==> src/rtl/serial_subtractor_pkg.sv <==
// Shared definitions for the bit-serial subtractor: FSM state encoding and default width.
package serial_subtractor_pkg;

    typedef enum logic {
        IDLE = 1'b0,
        RUN  = 1'b1
    } state_t;

    localparam int unsigned DEFAULT_WIDTH = 8;

endpackage

==> src/rtl/serial_subtractor_half_subtractor.sv <==
// Combinational half-subtractor cell: difference and borrow-out of x - y.
module half_subtractor (
    output logic d,
    output logic bo,
    input  logic x,
    input  logic y
);

    assign d  = x ^ y;
    assign bo = ~x & y;

endmodule

==> src/rtl/serial_subtractor.sv <==
// Bit-serial subtractor: diff = a - b, LSB first, one bit per clock, start/busy/done handshake.
module serial_subtractor
    import serial_subtractor_pkg::*;
#(
    parameter int unsigned WIDTH = DEFAULT_WIDTH,
    parameter int unsigned CNT_W = $clog2(WIDTH + 1)
) (
    input  logic             clk,
    input  logic             rst,
    input  logic             start,
    input  logic [WIDTH-1:0] a,
    input  logic [WIDTH-1:0] b,
    output logic             busy,
    output logic             done,
    output logic [WIDTH-1:0] diff,
    output logic             borrow
);

    state_t             state_q, state_d;
    logic [WIDTH-1:0]   sa_q, sa_d;
    logic [WIDTH-1:0]   sb_q, sb_d;
    logic [WIDTH-1:0]   res_q, res_d;
    logic [WIDTH-1:0]   diff_q, diff_d;
    logic [CNT_W-1:0]   cnt_q, cnt_d;
    logic               bf_q, bf_d;
    logic               borrow_q, borrow_d;
    logic               done_q, done_d;

    // Full-subtract stage: two half-subtractors plus an OR for the borrow.
    logic d1, b1, dbit, b2, bout;

    half_subtractor u_hs_xy (
        .d  (d1),
        .bo (b1),
        .x  (sa_q[0]),
        .y  (sb_q[0])
    );

    half_subtractor u_hs_bin (
        .d  (dbit),
        .bo (b2),
        .x  (d1),
        .y  (bf_q)
    );

    assign bout = b1 | b2;

    always_comb begin
        state_d  = state_q;
        sa_d     = sa_q;
        sb_d     = sb_q;
        res_d    = res_q;
        diff_d   = diff_q;
        cnt_d    = cnt_q;
        bf_d     = bf_q;
        borrow_d = borrow_q;
        done_d   = 1'b0;
        unique case (state_q)
            IDLE: begin
                if (start) begin
                    sa_d    = a;
                    sb_d    = b;
                    bf_d    = 1'b0;
                    cnt_d   = '0;
                    state_d = RUN;
                end
            end
            RUN: begin
                sa_d  = sa_q >> 1;
                sb_d  = sb_q >> 1;
                res_d = {dbit, res_q[WIDTH-1:1]};
                bf_d  = bout;
                cnt_d = cnt_q + CNT_W'(1);
                // Final bit: publish the result straight from the shift path.
                if (cnt_q == CNT_W'(WIDTH - 1)) begin
                    diff_d   = {dbit, res_q[WIDTH-1:1]};
                    borrow_d = bout;
                    done_d   = 1'b1;
                    state_d  = IDLE;
                end
            end
            default: state_d = IDLE;
        endcase
    end

    always_ff @(posedge clk) begin
        if (rst) begin
            state_q  <= IDLE;
            sa_q     <= '0;
            sb_q     <= '0;
            res_q    <= '0;
            diff_q   <= '0;
            cnt_q    <= '0;
            bf_q     <= 1'b0;
            borrow_q <= 1'b0;
            done_q   <= 1'b0;
        end else begin
            state_q  <= state_d;
            sa_q     <= sa_d;
            sb_q     <= sb_d;
            res_q    <= res_d;
            diff_q   <= diff_d;
            cnt_q    <= cnt_d;
            bf_q     <= bf_d;
            borrow_q <= borrow_d;
            done_q   <= done_d;
        end
    end

    assign busy   = (state_q == RUN);
    assign done   = done_q;
    assign diff   = diff_q;
    assign borrow = borrow_q;

endmodule
==> config.mk <==
export PLATFORM = sky130hd
export DESIGN_NAME = serial_subtractor
export DESIGN_NICKNAME = d
export VERILOG_FILES = /design/src/rtl/serial_subtractor_pkg.sv /design/src/rtl/serial_subtractor_half_subtractor.sv /design/src/rtl/serial_subtractor.sv
export SDC_FILE = /design/constraint.sdc
export NUM_CORES = 1
export LEC_CHECK = 0
export ABC_AREA = 1
export ABC_CLOCK_PERIOD_IN_PS = 1400
export CAP_MARGIN = 25
export CORE_UTILIZATION = 50
export CTS_CLUSTER_DIAMETER = 60
export DETAILED_ROUTE_END_ITERATION = 8
export PLACE_DENSITY = 0.78
export SLEW_MARGIN = 0
export SYNTH_ARGS = -nofsm -noshare
export SYNTH_HDL_FRONTEND = slang
export SYNTH_SLANG_ARGS = --single-unit
==> constraint.sdc <==
create_clock -name clk -period 1.4 [get_ports clk]
set_input_delay 0.21 -clock clk [delete_from_list [all_inputs] [get_ports clk]]
set_output_delay 0.21 -clock clk [all_outputs]
set_load 0.005 [all_outputs]
# Yosys cells after proc, flatten, opt, wreduce, memory -nomap -nowiden
# Index checks and enable logic that the tools add are counted.
[word_totals]
regBits = 40
word_cells = 34
inputBits = 19
latch_bits = 0
ramBits = 0
romBits = 0
output_inout_bits = 11
memories = 0
[classes]
n_reduce_logical = 2
muxes = 12
order_cmp = 0
bitwise = 8
add_sub_neg = 1
shift = 0
n_mul = 0
n_eq_ne = 2
n_div = 0
[ops]
columns = ["cell", "count"]
rows = [
  ["$pmux W8 S2", 2],
  ["$mux W8", 2],
  ["$pmux W4 S2", 1],
  ["$add A4 B1 Y4 const B", 1],
  ["$eq A4 B3 Y1 const B", 1],
  ["$mux W1", 4],
  ["$mux W4", 1],
  ["$pmux W1 S2", 2],
  ["$not A1 Y1", 3],
  ["$and A1 B1 Y1", 2],
  ["$ne A2 B2 Y1 const B", 1],
  ["$reduce_and A2 Y1", 1],
  ["$reduce_or A2 Y1", 1],
  ["$xor A1 B1 Y1", 2],
  ["$or A1 B1 Y1", 1],
]

# Longest topological paths before layout
# Gate-level depths: netlist of run 1.
[logic_depth]
word_depth = 5
ltp_mapped = 7
ltp_nobuf = 5

# Hierarchy
# A second synthesis of run 1 with hierarchy kept.
[hier_totals]
hier_cells = 230
area_unflattened_um2 = 1656.6
[modules_own_cells]
columns = ["module", "cells_each", "area_each_um2", "seq_area_each_um2", "instances"]
rows = [
  ["serial_subtractor", 224, 1616.6, 780.7, 1],
  ["half_subtractor", 3, 20.0, 0.0, 2],
]

# Worst setup path before layout of run 1
# Ideal clock, no wire load.
[synth_path]
path_kind = "register -> register"
start = "register sb_q[0]"
end = "register res_q[7]"
path_stages_with_launch = 5
t_arrival_ps = 979
setup_slack_ps = 305
path_buffers = 0
period_less_slack_ps = 1095
setup_ps = 116
required_ps = 1284
cell_sequence = "dfxtp_1 -> inv_1 -> fa_1 -> nor2_1 -> nor2_1"
[synth_via]
elab_chain_len = 2
[synth_lines]
columns = ["element", "line", "source"]
rows = [
  ["start: declaration", "serial_subtractor.sv:21", "logic [WIDTH-1:0] sb_q, sb_d;"],
  ["start signal: assignment", "serial_subtractor.sv:90", "sb_q <= '0;"],
  ["start signal: assignment", "serial_subtractor.sv:100", "sb_q <= sb_d;"],
  ["$xor A1 B1 Y1 (2 in series)", "serial_subtractor_half_subtractor.sv:9", "assign d = x ^ y;"],
  ["net dbit", "serial_subtractor.sv:30", "logic d1, b1, dbit, b2, bout;"],
  ["end signal: assignment", "serial_subtractor.sv:101", "res_q <= res_d;"],
  ["end: declaration", "serial_subtractor.sv:22", "logic [WIDTH-1:0] res_q, res_d;"],
]
# The timed path passes the listed nets, and every way through them passes these cells.
# A chain may end at the register's enable or synchronous reset.

# Worst setup path after layout of run 1
[layout_path]
start = "register cnt_q[0]"
end = "register diff_q[1] (netlist: diff[1])"
[layout_via]
elab_chain_len = 2
[layout_lines]
columns = ["element", "line", "source"]
rows = [
  ["start: declaration", "serial_subtractor.sv:24", "logic [CNT_W-1:0] cnt_q, cnt_d;"],
  ["start signal: assignment", "serial_subtractor.sv:103", "cnt_q <= cnt_d;"],
  ["$eq A4 B3 Y1", "serial_subtractor.sv:75", "if (cnt_q == CNT_W'(WIDTH - 1)) begin"],
  ["$reduce_and A2 Y1 (no line)", "--", ""],
  ["end signal: assignment", "serial_subtractor.sv:102", "diff_q <= diff_d;"],
  ["end: declaration", "serial_subtractor.sv:23", "logic [WIDTH-1:0] diff_q, diff_d;"],
]
# No other way between the ends.

==> results.json, run 1 <==
{
  "cts_root_buffer": "clkbuf_4",
  "multiInputGateArea_um2": 699,
  "cp_max_fo": 10,
  "yosysWarnings": 0,
  "ys_ff_latch": 39,
  "synth.avg_cell_area_um2": 7.23,
  "ir_drop_mv": 0.829,
  "setup_violations": 0,
  "cp_data_required_time_ns": 1.64,
  "synthCells": 228,
  "numPortBuffers": 29,
  "cts_buffer_depth": 2,
  "r2r_cells": 4,
  "maxCapViolations": 0,
  "final.setup.worst_slack_ns": 0.124,
  "run_status": "finished, final reports clean",
  "drc": 0,
  "core.rowCount": 20,
  "crit_buf_inv": 0,
  "syn_nets": 249,
  "start_util_pct": 53.5,
  "ios": 30,
  "whs_ns": 0.399,
  "crit_start": "cnt_q[0]",
  "crit_chain": "ha_1 -> nand4_2 -> nand3_1 -> nand2_1",
  "holdCritPathClass": "in2reg",
  "nFillCells": 253,
  "p_leak_nw": 1.24,
  "cp-endpoint": "diff[1]",
  "grt_start_max_net_pins": 18,
  "dieArea_um2": 3530,
  "die_h_um": 59.4,
  "critical-path-max-stage-delay_ns": 0.39,
  "post-place-ws_ns": 0.0788,
  "worstSkewPairLatency_ns": 0.35,
  "grt_pass1_wl_um": 5790,
  "crit_cells": 4,
  "netlist_area_um2": 1650,
  "core_um2": 3080,
  "slowest_stage": "dfxtp_1",
  "cts_buffers": 5,
  "place.gp.congestion": 0.810,
  "grt_usage_pct": 22.1,
  "first_iter_violations": 92,
  "slew_headroom_pct": 78.8,
  "clock-sinks": 39,
  "avgRoutedWirePerCell_um": 10.9,
  "drive_gt1_share_pct": 14.4,
  "reg2reg_to": "diff[1]",
  "viasPerCell": 4.91,
  "tritoncts": "done",
  "antenna_found_initial": 0,
  "cp-start-kind": "flip-flop",
  "clock_skew_ns": 0.0167,
  "hold_viol": 0,
  "drtAntennaViolNets": 0,
  "drt_wl_total_um": 3420,
  "dp_hpwl_um": 2300,
  "min_period_ns": 1.28,
  "grt.overflow.total": 0,
  "vias": 1543,
  "critPathKind": "reg2reg",
  "tightestPinTransition_ns": 0.317,
  "ys_seq_area_share_pct": 47.4,
  "reg2reg_slack_ns": 0.12,
  "timing.rr.start": "cnt_q[0]",
  "fin_setup_tns_ns": 0,
  "p_per_area_nw_per_um2": 1090,
  "regArea_um2": 793,
  "drt-pass1-iter-count": 4,
  "clk_pin_slew_ns": 0.11,
  "layout-area-overhead-vs-synth_pct": 33.2,
  "slew_viol_final": 0,
  "htreeDepth": 2,
  "synth_cell_type_count": 15,
  "period_share_pct": 91.2,
  "path_delay_family": "simple AND/OR/NAND/NOR gates",
  "cp-end-kind": "flip-flop",
  "antenna-diode-count": 0,
  "die_width_um": 59.4,
  "worst_ep_arrival_time_ns": 1.51,
  "finalNetCount": 290,
  "grt_pass1_vias": 1361,
  "max_freq_mhz": 784,
  "rsz0062_at_grt": "no"
}
==> logic make-up (layout without fill, tap and decap cells) <==
family                     Yosys count  after routing  synth area share, %
adders and majority gates            2              2                 1.97
AOI/OAI and AO/OA                   15             15                 4.56
buffers and inverters               34             76                 10.2
and+or+nand+nor                    138            138                 35.9
DFF                                 39             39                 47.4
==> cell usage after synthesis (all sizes together) <==
library cell | instances | share of area [%]
a21oi | 7 | 2.1
o21ai | 8 | 2.4
buf | 12 | 5.2
fa | 1 | 1.2
nor2 | 22 | 5.9
nand2 | 77 | 18
nand3 | 38 | 12
nand4 | 1 | 0.76
dfxtp | 39 | 47
ha | 1 | 0.76
inv | 22 | 5.0
==> how the worst min path moves through the flow <==
stage,to,slack [ns],startpoint,depth (start not counted)
floorplan,bf_q,0.28,rst,1
global route,sb_q[7],0.42,b[7],3
CTS,sb_q[7],0.39,b[7],3
finish,sb_q[7],0.40,b[7],3
detailed placement,diff[0],0.44,res_q[1],2
global placement,diff[0],0.43,res_q[1],2
==> power breakdown <==
part,total (mW),switching [mW],internal (mW)
Combinational,0.278,0.139,0.139
Sequential,1.19,0.0278,1.16
Clock,0.931,0.373,0.557
Total,2.39,0.540,1.85
==> worst register-to-register path: stages (launching register included) <==
cell and delay [ns]:
dfxtp_1 0.39, ha_1 0.23, nand4_2 0.30, nand3_1 0.19
nand2_1 0.07
==> per-layer routing <==
layer  GRT usage, %  routed length, um  part of all wire [%]  up-vias
met1           27.8               1640                    48      708
met2           35.5               1580                    46       31
li1               -                  -                     -      799
met3           6.99                153                   4.5        5
met5              0                  0                     0        -
met4           7.82                 35                   1.0        0
==> stage by stage <==
stage	cell area [um^2]	total power [mW]	cells	utilization, %
4_1_cts	2160	2.41	313	70.3
5_1_grt	2190	2.50	314	71.3
6_report	2190	2.39	314	71.3
2_1_floorplan	1650	1.37	228	-
3_3_place_gp	2030	1.48	302	66.0
3_5_place_dp	2030	1.48	302	66.0
==> timing repair <==
| action | in CTS | in global routing |
|---|---|---|
| resized for setup | 12 | 9 |
| setup endpoints to repair | 10 | 9 |
| hold buffers | 0 | 0 |
| endpoints found under the hold margin | 0 | 0 |
| buffers inserted | 3 | 1 |
==> placed cells by master, fill, tap and decap left out, drive strengths merged <==
master,instances
a21oi,7
o21ai,8
bufinv,2
clkdlybuf4s50,18
nand3,38
dlymetal6s2s,9
buf,17
nor2,22
clkbuf,6
nand4,1
inv,22
dfxtp,39
fa,1
nand2,77
dlygate4sd2,2
ha,1
==> registers in the layout (all words and copies together), names as in the netlist <==
name    cells
busy        1
cnt_q       4
res_q       7
diff        8
sb_q        8
borrow      1
done        1
bf_q        1
sa_q        8
==> cell type report <==
| cell class | count | area share, % |
|---|---|---|
| flip-flops and latches | 39 | 36.1 |
| multi-input cells | 155 | 31.9 |
| repair buffers | 46 | 21.1 |
| inverters | 22 | 3.76 |
| clock inverters | 2 | 2.74 |
| well taps | 44 | 2.51 |
| clock buffers | 6 | 1.88 |
Power figures use the tool's default switching activity.
==> inputs of run 2 (changes only) <==
- REMOVE_ABC_BUFFERS: not set -> 1
==> run 2 against run 1 <==
Worst hold slack better by 0.035 ns. Clock skew down 0.014 ns. Final cell count down 1.3%. Routed wire length down 7.2%. First-iteration DRC count down 17%. Final area down 3.8%. Die area unchanged. Global-route usage down 0.98 points. Fmax up 1.8%. Power down 13%. Count of clock-buffer cells in the layout up 2. Critical path type unchanged.
==> results.json, run 2 (synthesized netlist as in run 1, its figures left out) <==
{
  "place.gp.congestion": 0.730,
  "ios": 30,
  "min_period_ns": 1.25,
  "cp_max_fo": 10,
  "grt_pass1_wl_um": 5520,
  "cts_buffer_depth": 2,
  "fin_util_pct": 68.6,
  "worstSkewPairLatency_ns": 0.34,
  "layout-area-overhead-vs-synth_pct": 28.1,
  "avgRoutedWirePerCell_um": 10.2,
  "rsz0062_at_grt": "no",
  "cp-start-kind": "flip-flop",
  "p_per_area_nw_per_um2": 986,
  "cp-end-kind": "flip-flop",
  "die_h_um": 59.4,
  "first_iter_violations": 76,
  "r2r_cells": 4,
  "ir_drop_mv": 0.526,
  "cts_root_buffer": "clkbuf_4",
  "worst_ep_arrival_time_ns": 1.49,
  "drive_gt1_share_pct": 13.2,
  "cts_buffers": 5,
  "finalNetCount": 286,
  "period_share_pct": 89.5,
  "cts_hold_buf": 0,
  "stdcell_area_um2": 2110,
  "setup_violations": 0,
  "run_status": "finished, final reports clean",
  "cp_data_required_time_ns": 1.64,
  "slew_viol_final": 0,
  "stdcell_count": 310,
  "dp_hpwl_um": 2210,
  "nFillCells": 273,
  "start_util_pct": 53.5,
  "drt-pass1-iter-count": 4,
  "max_freq_mhz": 798,
  "clock_skew_ns": 0.00257,
  "core_um2": 3080,
  "maxCapViolations": 0,
  "post-place-ws_ns": 0.0400,
  "grt_usage_pct": 21.1,
  "final_cell_mix": "76 x nand2_1, 38 x nand3_1, 29 x dfxtp_1, 21 x inv_1, 20 x nor2_1",
  "vias": 1482,
  "die_width_um": 59.4,
  "viasPerCell": 4.78,
  "clk_pin_slew_ns": 0.10,
  "hold_viol": 0,
  "antenna_found_initial": 0,
  "htreeDepth": 2,
  "place_inst": 301,
  "hold_depth": 3,
  "numPortBuffers": 29,
  "grt.overflow.total": 0,
  "grt_pass1_vias": 1293,
  "drc": 0,
  "drtAntennaViolNets": 0,
  "core.rowCount": 20,
  "layout_commonest_cell": "nand2_1",
  "holdCritPathClass": "in2reg",
  "slew_headroom_pct": 79.2,
  "p_leak_nw": 1.21,
  "grt_start_max_net_pins": 19,
  "critPathKind": "reg2reg",
  "placed_area_um2": 2000,
  "drt_wl_total_um": 3170,
  "dieArea_um2": 3530,
  "clock-sinks": 39,
  "tritoncts": "done",
  "antenna-diode-count": 0,
  "final.setup.worst_slack_ns": 0.146,
  "tightestPinTransition_ns": 0.311
}
run 2: where the power goes:
part           internal [mW]  leakage (nW)  switching (mW)
clock                  0.296        0.0386           0.342
sequential              1.16         0.323          0.0289
combinational          0.125         0.843           0.131
total                   1.58          1.21           0.503
run 2: routing by layer:
metal / wire, um / global-route usage (%) / part of all wire (%)
met5: 0 / 0 / 0
met4: 36 / 7.14 / 1.1
met3: 132 / 6.55 / 4.2
met2: 1540 / 36.3 / 48
met1: 1460 / 24.8 / 46
run 2: area by class of cell:
| class | count | area, um^2 | area share [%] |
|---|---|---|---|
| Inverter | 22 | 82.6 | 3.91 |
| Tap cell | 44 | 55.1 | 2.61 |
| Sequential cell | 39 | 793 | 37.6 |
| Clock buffer | 8 | 68.8 | 3.26 |
| Multi-Input combinational cell | 155 | 699 | 33.1 |
| Timing Repair Buffer | 42 | 412 | 19.5 |
run 2: timing repair:
item / 4_1_cts / 5_1_grt
endpoints found under the setup margin: 6 / 10
pin swaps: 0 / 0
setup buffers: 0 / 1
gates resized for setup: 7 / 14
run 2: worst paths after layout:
kind / slack, ns / startpoint / to
worst max-delay path: 0.15 / cnt_q[0] / diff[4]
worst min-delay path: 0.43 / b[7] / sb_q[7]
worst max register to register: 0.15 / cnt_q[0] / diff[4]
worst min register to register: 0.46 / res_q[1] / diff[0]
run 2: worst max-delay path, stage by stage, from the launching register on:
cell	delay (ns)
dfxtp_1	0.39
ha_1	0.23
nand4_2	0.30
nand3_1	0.17
nand2_1	0.06
run 2: stage by stage:
step | TNS, ns | power (mW) | hold WS, ns
6_report | 0 | 2.08 | 0.434
5_1_grt | 0 | 2.21 | 0.415
4_1_cts | 0 | 2.11 | 0.424
3_5_place_dp | 0 | 1.47 | 0.445
3_3_place_gp | 0 | 1.46 | 0.433
2_1_floorplan | -6.59 | 1.34 | 0.279
==> inputs of run 3 (changes only) <==
- CORE_UTILIZATION: 50 -> 51
- PLACE_DENSITY: 0.78 -> 0.79
- SKIP_LAST_GASP: not set -> 1
==> run 3 against run 2 <==
Worst hold slack better by 0.012 ns. First-iteration DRC count decreased by 50%. Clock skew up 0.0055 ns. Critical path type is now reg2out. Combinational power increased by 4%. Final cell count down 1.3%. Register-to-register slack worse by 0.05 ns. Final area fell by 0.83%. Fmax fell by 6.3%. Sequential power barely moved. Global-route usage shrank 0.64 points. Via count increased by 0.27%. Largest power group unchanged. Critical path depth fell by 3.
==> results.json, run 3 (synthesized netlist as in run 1, its figures left out) <==
{
  "numPortBuffers": 29,
  "die_h_um": 58.8,
  "cts_hold_buf": 0,
  "drtAntennaViolNets": 0,
  "cts_buffers": 5,
  "final_cell_mix": "76 x nand2_1, 38 x nand3_1, 29 x dfxtp_1, 21 x inv_1, 20 x nor2_1",
  "first_iter_violations": 38,
  "cts_root_buffer": "clkbuf_4",
  "drt-pass1-iter-count": 4,
  "critPathKind": "reg2out",
  "finalNetCount": 284,
  "worstSkewPairLatency_ns": 0.33,
  "avgRoutedWirePerCell_um": 10.4,
  "stdcell_count": 306,
  "rsz0062_at_grt": "no",
  "cts_buffer_depth": 2,
  "drive_gt1_share_pct": 11.8,
  "cp_max_fo": 1,
  "hold_viol": 0,
  "core.rowCount": 20,
  "die_width_um": 58.8,
  "max_freq_mhz": 747,
  "grt.overflow.total": 0,
  "slew_headroom_pct": 80.6,
  "clk_pin_slew_ns": 0.10,
  "core_um2": 3050,
  "critical-path-max-stage-delay_ns": 0.48,
  "drc": 0,
  "antenna-diode-count": 0,
  "ir_drop_mv": 0.457,
  "place.gp.congestion": 0.794,
  "path_delay_family": "buffers and inverters",
  "placed_area_um2": 2010,
  "crit_buf_inv": 1,
  "vias": 1486,
  "cp_data_required_time_ns": 1.19,
  "ios": 30,
  "htreeDepth": 2,
  "fin_util_pct": 68.6,
  "run_status": "finished, final reports clean",
  "clock_skew_ns": 0.00807,
  "dp_hpwl_um": 2210,
  "power_mw": 1.95,
  "start_util_pct": 54.0,
  "crit_chain": "clkdlybuf4s50_1",
  "period_share_pct": 95.6,
  "nFillCells": 277,
  "layout-area-overhead-vs-synth_pct": 27.0,
  "holdCritPathClass": "in2reg",
  "maxCapViolations": 0,
  "place_inst": 299,
  "drt_wl_total_um": 3190,
  "clock-sinks": 39,
  "worst_ep_arrival_time_ns": 1.13,
  "tritoncts": "done",
  "antenna_found_initial": 0,
  "min_period_ns": 1.34,
  "cp-start-kind": "flip-flop",
  "grt_usage_pct": 20.5,
  "setup_violations": 0,
  "layout_commonest_cell": "nand2_1",
  "stdcell_area_um2": 2090,
  "viasPerCell": 4.86,
  "p_per_area_nw_per_um2": 933,
  "post-place-ws_ns": 0.0278,
  "p_leak_nw": 1.17,
  "tightestPinTransition_ns": 0.291,
  "slew_viol_final": 0,
  "final.setup.worst_slack_ns": 0.0620,
  "grt_pass1_wl_um": 5240,
  "slowest_stage": "clkdlybuf4s50_1",
  "grt_pass1_vias": 1218,
  "dieArea_um2": 3460,
  "cp-end-kind": "output port",
  "grt_start_max_net_pins": 21
}
-- run 3: changes by cell type in the layout (fill, tap and decap cells not counted) --
cell and change:
dfxtp_2 -1, dlymetal6s2s_1 -1, dfxtp_4 +1, buf_12 +2
clkdlybuf4s50_1 +1, clkbuf_8 -2, buf_4 -4
-- run 3: worst paths after layout --
| kind | start | end | slack (ns) | cells after the start |
|---|---|---|---|---|
| worst max-delay path | done | done | 0.06 | 1 |
| worst min-delay path | a[7] | sa_q[7] | 0.45 | 3 |
| worst max register to register | busy | diff[7] | 0.10 | 5 |
| worst min register to register | res_q[1] | diff[0] | 0.45 | 2 |
-- run 3: power breakdown --
part | switching (mW) | internal, mW
Sequential | 0.0291 | 1.16
Combinational | 0.135 | 0.133
Clock | 0.321 | 0.179
Total | 0.485 | 1.47
-- run 3: repair_timing --
| item | in CTS | in global routing |
|---|---|---|
| endpoints found under the setup margin | 3 | 9 |
| gates resized for setup | 5 | 16 |
| buffers inserted | 1 | 0 |
-- run 3: area by class of cell --
class	count	area [um^2]	area share, %
flip-flops and latches	39	796	38.0
multi-input cells	155	699	33.4
repair buffers	40	419	20.0
inverters	22	82.6	3.95
well taps	44	55.1	2.63
clock buffers	6	41.3	1.97
-- run 3: metrics by stage --
step                TNS (ns)  hold slack [ns]
floorplan              -6.59            0.279
global route               0            0.427
global placement           0            0.433
finish                     0            0.446
CTS                        0            0.422
detailed placement         0            0.440
-- run 3: layer usage --
metal,GRT usage (%),wire length (um)
met5,0,0
met4,8.16,41
met3,5.93,162
met2,34.3,1510
met1,24.7,1480
